**src/rtl/sap_ctrl_pkg.sv**
```systemverilog
// rtl/sap_ctrl_pkg.sv - shared constants and types for the SAP micro sequencer
// Purpose: control-word bit map, opcode encodings, sequencer state type and
//          the fixed fetch-phase control words.
// Ports:   none (package)
package sap_ctrl_pkg;

   localparam int OP_BITS = 4;
   localparam int CW_BITS = 19;

   // Control word bit positions, Cp is the MSB
   localparam int CW_CP    = 18;
   localparam int CW_EP    = 17;
   localparam int CW_LMP   = 16;
   localparam int CW_LMI   = 15;
   localparam int CW_CEI   = 14;
   localparam int CW_CEA   = 13;
   localparam int CW_LI    = 12;
   localparam int CW_EI    = 11;
   localparam int CW_LARAM = 10;
   localparam int CW_LAB   = 9;
   localparam int CW_LAALU = 8;
   localparam int CW_EATMP = 7;
   localparam int CW_SU    = 6;
   localparam int CW_EU    = 5;
   localparam int CW_LBTMP = 4;
   localparam int CW_EBA   = 3;
   localparam int CW_LO    = 2;
   localparam int CW_LTMPA = 1;
   localparam int CW_ETMPB = 0;

   localparam logic [OP_BITS-1:0] OP_NOP  = 4'b0000;
   localparam logic [OP_BITS-1:0] OP_ADD  = 4'b0001;
   localparam logic [OP_BITS-1:0] OP_SUB  = 4'b0010;
   localparam logic [OP_BITS-1:0] OP_XCHG = 4'b0011;
   localparam logic [OP_BITS-1:0] OP_MOV  = 4'b0111;
   localparam logic [OP_BITS-1:0] OP_AND  = 4'b1000;
   localparam logic [OP_BITS-1:0] OP_HLT  = 4'b1110;
   localparam logic [OP_BITS-1:0] OP_OUT  = 4'b1111;

   typedef enum logic [2:0] {
      IDLE = 3'd0,
      T1   = 3'd1,
      T2   = 3'd2,
      T3   = 3'd3,
      T4   = 3'd4,
      T5   = 3'd5,
      T6   = 3'd6,
      HALT = 3'd7
   } seq_state_t;

   function automatic logic [CW_BITS-1:0] cw_bit(input int idx);
      return CW_BITS'(1) << idx;
   endfunction

   localparam logic [CW_BITS-1:0] CW_FETCH_T1 = cw_bit(CW_EP) | cw_bit(CW_LMP);
   localparam logic [CW_BITS-1:0] CW_FETCH_T2 = cw_bit(CW_CP);
   localparam logic [CW_BITS-1:0] CW_FETCH_T3 = cw_bit(CW_CEI) | cw_bit(CW_LI);

endpackage

```
**src/rtl/sap_microcode_rom.sv**
```systemverilog
// rtl/sap_microcode_rom.sv - combinational execute-phase microcode table
// Purpose: maps (opcode, execute step index) to a control word.
// Ports:   op_i        opcode being executed
//          exec_idx_i  execute step: 0=T4, 1=T5, 2=T6
//          cw_o        control word for that step (0 outside the program)
//          last_o      step is the final microstep of the instruction
//          valid_o     opcode is a defined instruction
module sap_microcode_rom
   import sap_ctrl_pkg::*;
(
   input  logic [OP_BITS-1:0] op_i,
   input  logic [1:0]         exec_idx_i,
   output logic [CW_BITS-1:0] cw_o,
   output logic               last_o,
   output logic               valid_o
);

   always_comb begin
      cw_o    = '0;
      last_o  = 1'b0;
      valid_o = 1'b1;
      case (op_i)
         OP_MOV: begin
            case (exec_idx_i)
               2'd0:    cw_o = cw_bit(CW_LMI) | cw_bit(CW_EI);
               2'd1:    begin cw_o = cw_bit(CW_CEA) | cw_bit(CW_LARAM); last_o = 1'b1; end
               default: ;
            endcase
         end
         OP_XCHG: begin
            case (exec_idx_i)
               2'd0:    cw_o = cw_bit(CW_EATMP) | cw_bit(CW_LTMPA);
               2'd1:    cw_o = cw_bit(CW_LAB) | cw_bit(CW_EBA);
               2'd2:    begin cw_o = cw_bit(CW_LBTMP) | cw_bit(CW_ETMPB); last_o = 1'b1; end
               default: ;
            endcase
         end
         OP_ADD: begin
            case (exec_idx_i)
               2'd0:    cw_o = cw_bit(CW_EU);
               2'd1:    begin cw_o = cw_bit(CW_LAALU); last_o = 1'b1; end
               default: ;
            endcase
         end
         OP_SUB: begin
            case (exec_idx_i)
               2'd0:    cw_o = cw_bit(CW_SU) | cw_bit(CW_EU);
               2'd1:    begin cw_o = cw_bit(CW_SU) | cw_bit(CW_EU) | cw_bit(CW_LAALU); last_o = 1'b1; end
               default: ;
            endcase
         end
         OP_AND: begin
            case (exec_idx_i)
               2'd0:    cw_o = cw_bit(CW_EU);
               2'd1:    begin cw_o = cw_bit(CW_EU) | cw_bit(CW_LAALU); last_o = 1'b1; end
               default: ;
            endcase
         end
         OP_OUT: begin
            if (exec_idx_i == 2'd0) begin
               cw_o   = cw_bit(CW_LO);
               last_o = 1'b1;
            end
         end
         // No execute steps: the sequencer finishes these in T3
         OP_NOP, OP_HLT: last_o = 1'b1;
         default: begin
            valid_o = 1'b0;
            last_o  = 1'b1;
         end
      endcase
   end

endmodule

```
**src/rtl/sap_micro_sequencer.sv**
```systemverilog
// rtl/sap_micro_sequencer.sv - microcoded control sequencer for the SAP datapath
// Purpose: fetch in T1-T3, execute opcode microsteps in T4-T6, run/step/halt control.
// Ports:   clk_i, reset_i        clock, synchronous active-high reset
//          run_i, step_i         free-run level, single-instruction pulse
//          ir_opcode_i           IR opcode field, sampled at the end of T3
//          ctrl_word_o           registered datapath strobes
//          t_state_o             one-hot T1..T6, 0 in IDLE/HALT
//          busy_o, halted_o      status
//          illegal_o             one-cycle pulse after T3 of an undefined opcode
//          instr_count_o         retired instructions (HLT not counted)
module sap_micro_sequencer
   import sap_ctrl_pkg::*;
#(
   parameter int OPW    = OP_BITS,
   parameter int CW_W   = CW_BITS,
   parameter int ICNT_W = 8
) (
   input  logic              clk_i,
   input  logic              reset_i,
   input  logic              run_i,
   input  logic              step_i,
   input  logic [OPW-1:0]    ir_opcode_i,
   output logic [CW_W-1:0]   ctrl_word_o,
   output logic [5:0]        t_state_o,
   output logic              busy_o,
   output logic              halted_o,
   output logic              illegal_o,
   output logic [ICNT_W-1:0] instr_count_o
);

   seq_state_t state_q, state_d;
   logic [OPW-1:0]    op_q;
   logic [OPW-1:0]    rom_op;
   logic [1:0]        rom_idx;
   logic [CW_W-1:0]   rom_cw;
   logic              rom_last, rom_valid;
   logic              last_q, last_d;
   logic              retire, illegal_d;
   logic [CW_W-1:0]   cw_d, ctrl_word_q;
   logic [5:0]        t_state_d, t_state_q;
   logic              busy_d, busy_q, halted_d, halted_q, illegal_q;
   logic [ICNT_W-1:0] instr_count_q;

   // The ROM is always addressed with the step being entered, so its word
   // lands in ctrl_word on the same edge the state does.
   sap_microcode_rom u_rom (
      .op_i       (rom_op),
      .exec_idx_i (rom_idx),
      .cw_o       (rom_cw),
      .last_o     (rom_last),
      .valid_o    (rom_valid)
   );

   always_ff @(posedge clk_i) begin
      if (reset_i) begin
         state_q <= IDLE;
         last_q  <= 1'b0;
      end else begin
         state_q <= state_d;
         last_q  <= last_d;
      end
   end

   always_comb begin
      state_d   = state_q;
      last_d    = last_q;
      retire    = 1'b0;
      illegal_d = 1'b0;
      rom_op    = op_q;
      rom_idx   = 2'd0;
      case (state_q)
         IDLE: if (run_i || step_i) state_d = T1;
         T1:   state_d = T2;
         T2:   state_d = T3;
         T3: begin
            // op_q is only written on this edge, so look up the live opcode
            rom_op = ir_opcode_i;
            if (ir_opcode_i == OP_HLT) begin
               state_d = HALT;
            end else if (ir_opcode_i == OP_NOP || !rom_valid) begin
               retire    = 1'b1;
               illegal_d = !rom_valid;
            end else begin
               state_d = T4;
               last_d  = rom_last;
            end
         end
         T4: begin
            rom_idx = 2'd1;
            if (last_q) retire = 1'b1;
            else begin
               state_d = T5;
               last_d  = rom_last;
            end
         end
         T5: begin
            rom_idx = 2'd2;
            if (last_q) retire = 1'b1;
            else begin
               state_d = T6;
               last_d  = rom_last;
            end
         end
         T6:      retire = 1'b1;
         HALT:    state_d = HALT;
         default: state_d = IDLE;
      endcase
      // Instruction boundary: run is re-sampled here, a stray step is not
      if (retire) state_d = run_i ? T1 : IDLE;
   end

   always_comb begin
      cw_d      = '0;
      t_state_d = 6'b000000;
      busy_d    = 1'b1;
      halted_d  = 1'b0;
      case (state_d)
         T1:   begin cw_d = CW_FETCH_T1; t_state_d = 6'b000001; end
         T2:   begin cw_d = CW_FETCH_T2; t_state_d = 6'b000010; end
         T3:   begin cw_d = CW_FETCH_T3; t_state_d = 6'b000100; end
         T4:   begin cw_d = rom_cw;      t_state_d = 6'b001000; end
         T5:   begin cw_d = rom_cw;      t_state_d = 6'b010000; end
         T6:   begin cw_d = rom_cw;      t_state_d = 6'b100000; end
         HALT: begin busy_d = 1'b0; halted_d = 1'b1; end
         default: busy_d = 1'b0;
      endcase
   end

   always_ff @(posedge clk_i) begin
      if (reset_i) begin
         ctrl_word_q   <= '0;
         t_state_q     <= '0;
         busy_q        <= 1'b0;
         halted_q      <= 1'b0;
         illegal_q     <= 1'b0;
         instr_count_q <= '0;
         op_q          <= '0;
      end else begin
         ctrl_word_q <= cw_d;
         t_state_q   <= t_state_d;
         busy_q      <= busy_d;
         halted_q    <= halted_d;
         illegal_q   <= illegal_d;
         if (state_q == T3) op_q <= ir_opcode_i;
         if (retire) instr_count_q <= instr_count_q + ICNT_W'(1);
      end
   end

   assign ctrl_word_o   = ctrl_word_q;
   assign t_state_o     = t_state_q;
   assign busy_o        = busy_q;
   assign halted_o      = halted_q;
   assign illegal_o     = illegal_q;
   assign instr_count_o = instr_count_q;

endmodule

```
**config.mk**
```make
export PLATFORM = sky130hd
export DESIGN_NAME = sap_micro_sequencer
export DESIGN_NICKNAME = d
export VERILOG_FILES = /design/src/rtl/sap_ctrl_pkg.sv /design/src/rtl/sap_microcode_rom.sv /design/src/rtl/sap_micro_sequencer.sv
export SDC_FILE = /design/constraint.sdc
export NUM_CORES = 1
export LEC_CHECK = 0
export ABC_AREA = 1
export BUFFER_PORTS_ARGS = -buffer_cell sky130_fd_sc_hd__clkbuf_2
export CAP_MARGIN = 20
export CORE_ASPECT_RATIO = 0.6
export CORE_MARGIN = 1
export CORE_UTILIZATION = 52
export CTS_CLUSTER_DIAMETER = 200
export DETAILED_ROUTE_END_ITERATION = 6
export PLACE_DENSITY = 0.78
export RECOVER_POWER = 100
export SLEW_MARGIN = 30
export SYNTH_ARGS = -nofsm -noshare
export SYNTH_HDL_FRONTEND = slang
export SYNTH_SLANG_ARGS = --single-unit
```
**constraint.sdc**
```tcl
create_clock -name clk_i -period 5.6 [get_ports clk_i]
set_clock_uncertainty 0.15 [all_clocks]
set_input_delay 0.84 -clock clk_i [delete_from_list [all_inputs] [get_ports clk_i]]
set_output_delay 0.84 -clock clk_i [all_outputs]
set_load 0.03 [all_outputs]
```
==> results_dict.tcl <==
set metrics [dict create \
    via_per_inst 4.877 \
    cts_buffers 5 \
    critPathCaptureType "flip-flop" \
    drt-total-wl_microns 3557 \
    power_mw 0.7112 \
    area_growth_pct 11.55 \
    grt_pass1_vias 1236 \
    hold_depth 2 \
    drtAntennaViolNets 0 \
    clockBufferDepth 2 \
    crit_fanout 13 \
    route.detailed.drc 0 \
    synth_seq_cells 37 \
    insertion_delay_ns 0.29 \
    placed_area_sq_mm 0.001976 \
    setup_viol 0 \
    hold_class "reg -> reg" \
    syn_inst 234 \
    grtUsageTotal_pct 21.08 \
    antennaDiodeCount 0 \
    synth_cell_types 32 \
    fin_area_sq_mm 0.002006 \
    period_minus_slack_ns 3.436 \
    fp.dieW_microns 77.91 \
    dp.cells 309 \
    post_cts_buffers 0 \
    drt_iter0_markers 106 \
    cts_tree "done" \
    relSlewSlack_pct 49.57 \
    vdd_ir_drop_max_mv 0.1965 \
    stdcell_count 317 \
    drive_above_1_share_pct 12.13 \
    final_core_util_pct 61.09 \
    start_util_pct 54.76 \
    hold_buffers 0 \
    fmax_mhz 291.0 \
    slew_viol_final 0 \
    power_density_mw_per_mm2 354.6 \
    yosysWarnings 0 \
    h-tree-depth 2 \
    num_rows 16 \
    cts-root-buf "clkbuf_8" \
    syn_area_sq_mm 0.001798 \
    syn_nets 243 \
    vias 1546 \
    maxCapViolations 0 \
    tightest_slew_ns 0.7565 \
    r2r_cells 14 \
    final_nets 280 \
    dpl.hpwl_microns 2683 \
    fin_setup_tns_ns 0 \
    drt-wirelength-per-cell_microns 11.22 \
    finalCritPeriodShare_pct 61.36 \
    dieArea_sq_mm 0.003704 \
    p_leak_nw 0.8837 \
    syn_avg_cell_area_sq_um 7.684 \
    antenna_found_initial 0 \
    synth_seq_area_share_pct 41.20 \
    grt_max_degree 18 \
    crit_path_start_kind "flip-flop" \
    hold_violations 0 \
    coreArea_sq_mm 0.003283 \
    ios 44 \
    worstPathArrival_ns 3.52 \
    cts_resized 0 \
    port_buffers 43 \
    dr.pass1.iters 4 \
    dieHeight_microns 47.55 \
    crit_required_ns 5.68 \
    rsz0062_at_grt "no" \
    grt_overflow 0 \
    gp_congestion 0.8610 \
    clock-sinks 37 \
    status "finished clean" \
    clk_pin_slew_ns 0.08 \
    fill_cells 346 \
    setup.worst_path.class "reg -> reg" \
    grt_pass1_wl_microns 5761 \
]
[stage by stage]
stage | setup slack [ns] | hold WS, ns
after floorplan | 3.492 | 0.3107
after global placement | 3.139 | 0.3269
after detailed placement | 3.060 | 0.3239
after CTS | 3.222 | 0.3358
after global routing | 1.659 | 0.3639
final | 2.164 | 0.3309
[power breakdown]
| part | switching [mW] | total (mW) | internal (mW) |
|---|---|---|---|
| sequential | 0.0133 | 0.293 | 0.280 |
| clock | 0.0976 | 0.277 | 0.179 |
| combinational | 0.102 | 0.141 | 0.0391 |
| total | 0.213 | 0.711 | 0.498 |
[cell usage after synthesis]
cell	instances	area, sq um
xnor2_1	3	26.28
dfxtp_1	37	740.7
buf_4	8	60.06
o21ai_2	1	8.760
nand2_2	8	50.05
nor2_2	1	6.260
nor4_1	2	12.51
a21oi_1	12	60.06
nand3_1	10	50.05
o211ai_1	2	15.01
o21ai_0	5	25.02
buf_6	2	22.52
xor2_1	1	8.760
nand4_1	4	25.02
clkbuf_1	3	11.26
nor3_1	6	30.03
nand2_1	42	157.7
nor2_8	1	20.02
nor2_1	39	146.4
nand3_2	3	30.03
nand3b_1	1	7.510
nand3_4	2	35.03
nand4_2	4	50.05
ha_1	1	12.51
a211oi_1	1	7.510
a31oi_1	1	6.260
inv_4	1	6.260
clkinv_2	1	5.000
nand2_4	5	56.30
or2_2	1	6.260
inv_1	25	93.84
o21ai_1	1	5.000
[critical path, stage by stage, from the launching register on]
cell and delay, ns:
dfxtp_1 0.59, nand2_4 0.09, nor2_1 0.44, nand2_1 0.11, nand2_1 0.26, nand2_1 0.08
nand2_1 0.06, nand2_1 0.09, nand3_4 0.07, nand2_1 0.13, nand2_1 0.37, clkinvlp_2 0.49
nand2_1 0.21, nand2_1 0.11, nor2_1 0.13
[flip-flops by register name (all words and copies together) (netlist names)]
register and flops:
busy_o 1, ctrl_word_o 12, halted_o 1, illegal_o 1, instr_count_o 8, last_q 1, op_q 4, state_q 3
t_state_o 6
[per-layer routing]
metal  wire length (microns)  track usage [%]  up-vias
met4                      44            8.889        0
met2                    1248            27.43       63
met5                       0                0        -
li1                        -                -      812
met1                    1966            32.06      666
met3                     298            5.714        5
[cells by family after synthesis]
family | share of synthesized area (%)
simple gates | 38.00
buf+inv | 11.06
flops | 41.20
compound gates | 7.098
xor+xnor | 1.949
fa+ha+maj | 0.6958
[final cells by class]
type / instances / area [sq um] / area share (%)
sequential: 37 / 740.7 / 36.93
inverter: 27 / 105.1 / 5.240
clock inverter: 3 / 68.82 / 3.431
timing repair buffer: 43 / 168.9 / 8.422
clock buffer: 5 / 68.82 / 3.431
multi-input combinational: 157 / 797.0 / 39.74
tap: 45 / 56.30 / 2.807
[path summary, 6_finish.rpt]
check	from	endpoint	slack, ns
max reg2reg	state_q[1]	ctrl_word_o[17]	2.16
max	state_q[1]	ctrl_word_o[17]	2.16
min reg2reg	op_q[2]	op_q[2]	0.33
min	op_q[2]	op_q[2]	0.33
[cell usage in the layout, fill, tap and decap left out, drive strengths merged]
cell type / netlist / routed
nor3: 6 / 6
xor2: 1 / 1
o21ai: 7 / 7
a31oi: 1 / 1
xnor2: 3 / 3
nand4: 8 / 8
a21oi: 12 / 12
nand3b: 1 / 1
a211oi: 1 / 1
nand3: 15 / 15
nor2: 41 / 41
inv: 26 / 27
ha: 1 / 1
or2: 1 / 1
dfxtp: 37 / 37
nor4: 2 / 2
clkinvlp: 0 / 1
bufinv: 0 / 2
o211ai: 2 / 2
nand2: 55 / 55
clkbuf: 3 / 48
Power figures use the tool's default switching activity.
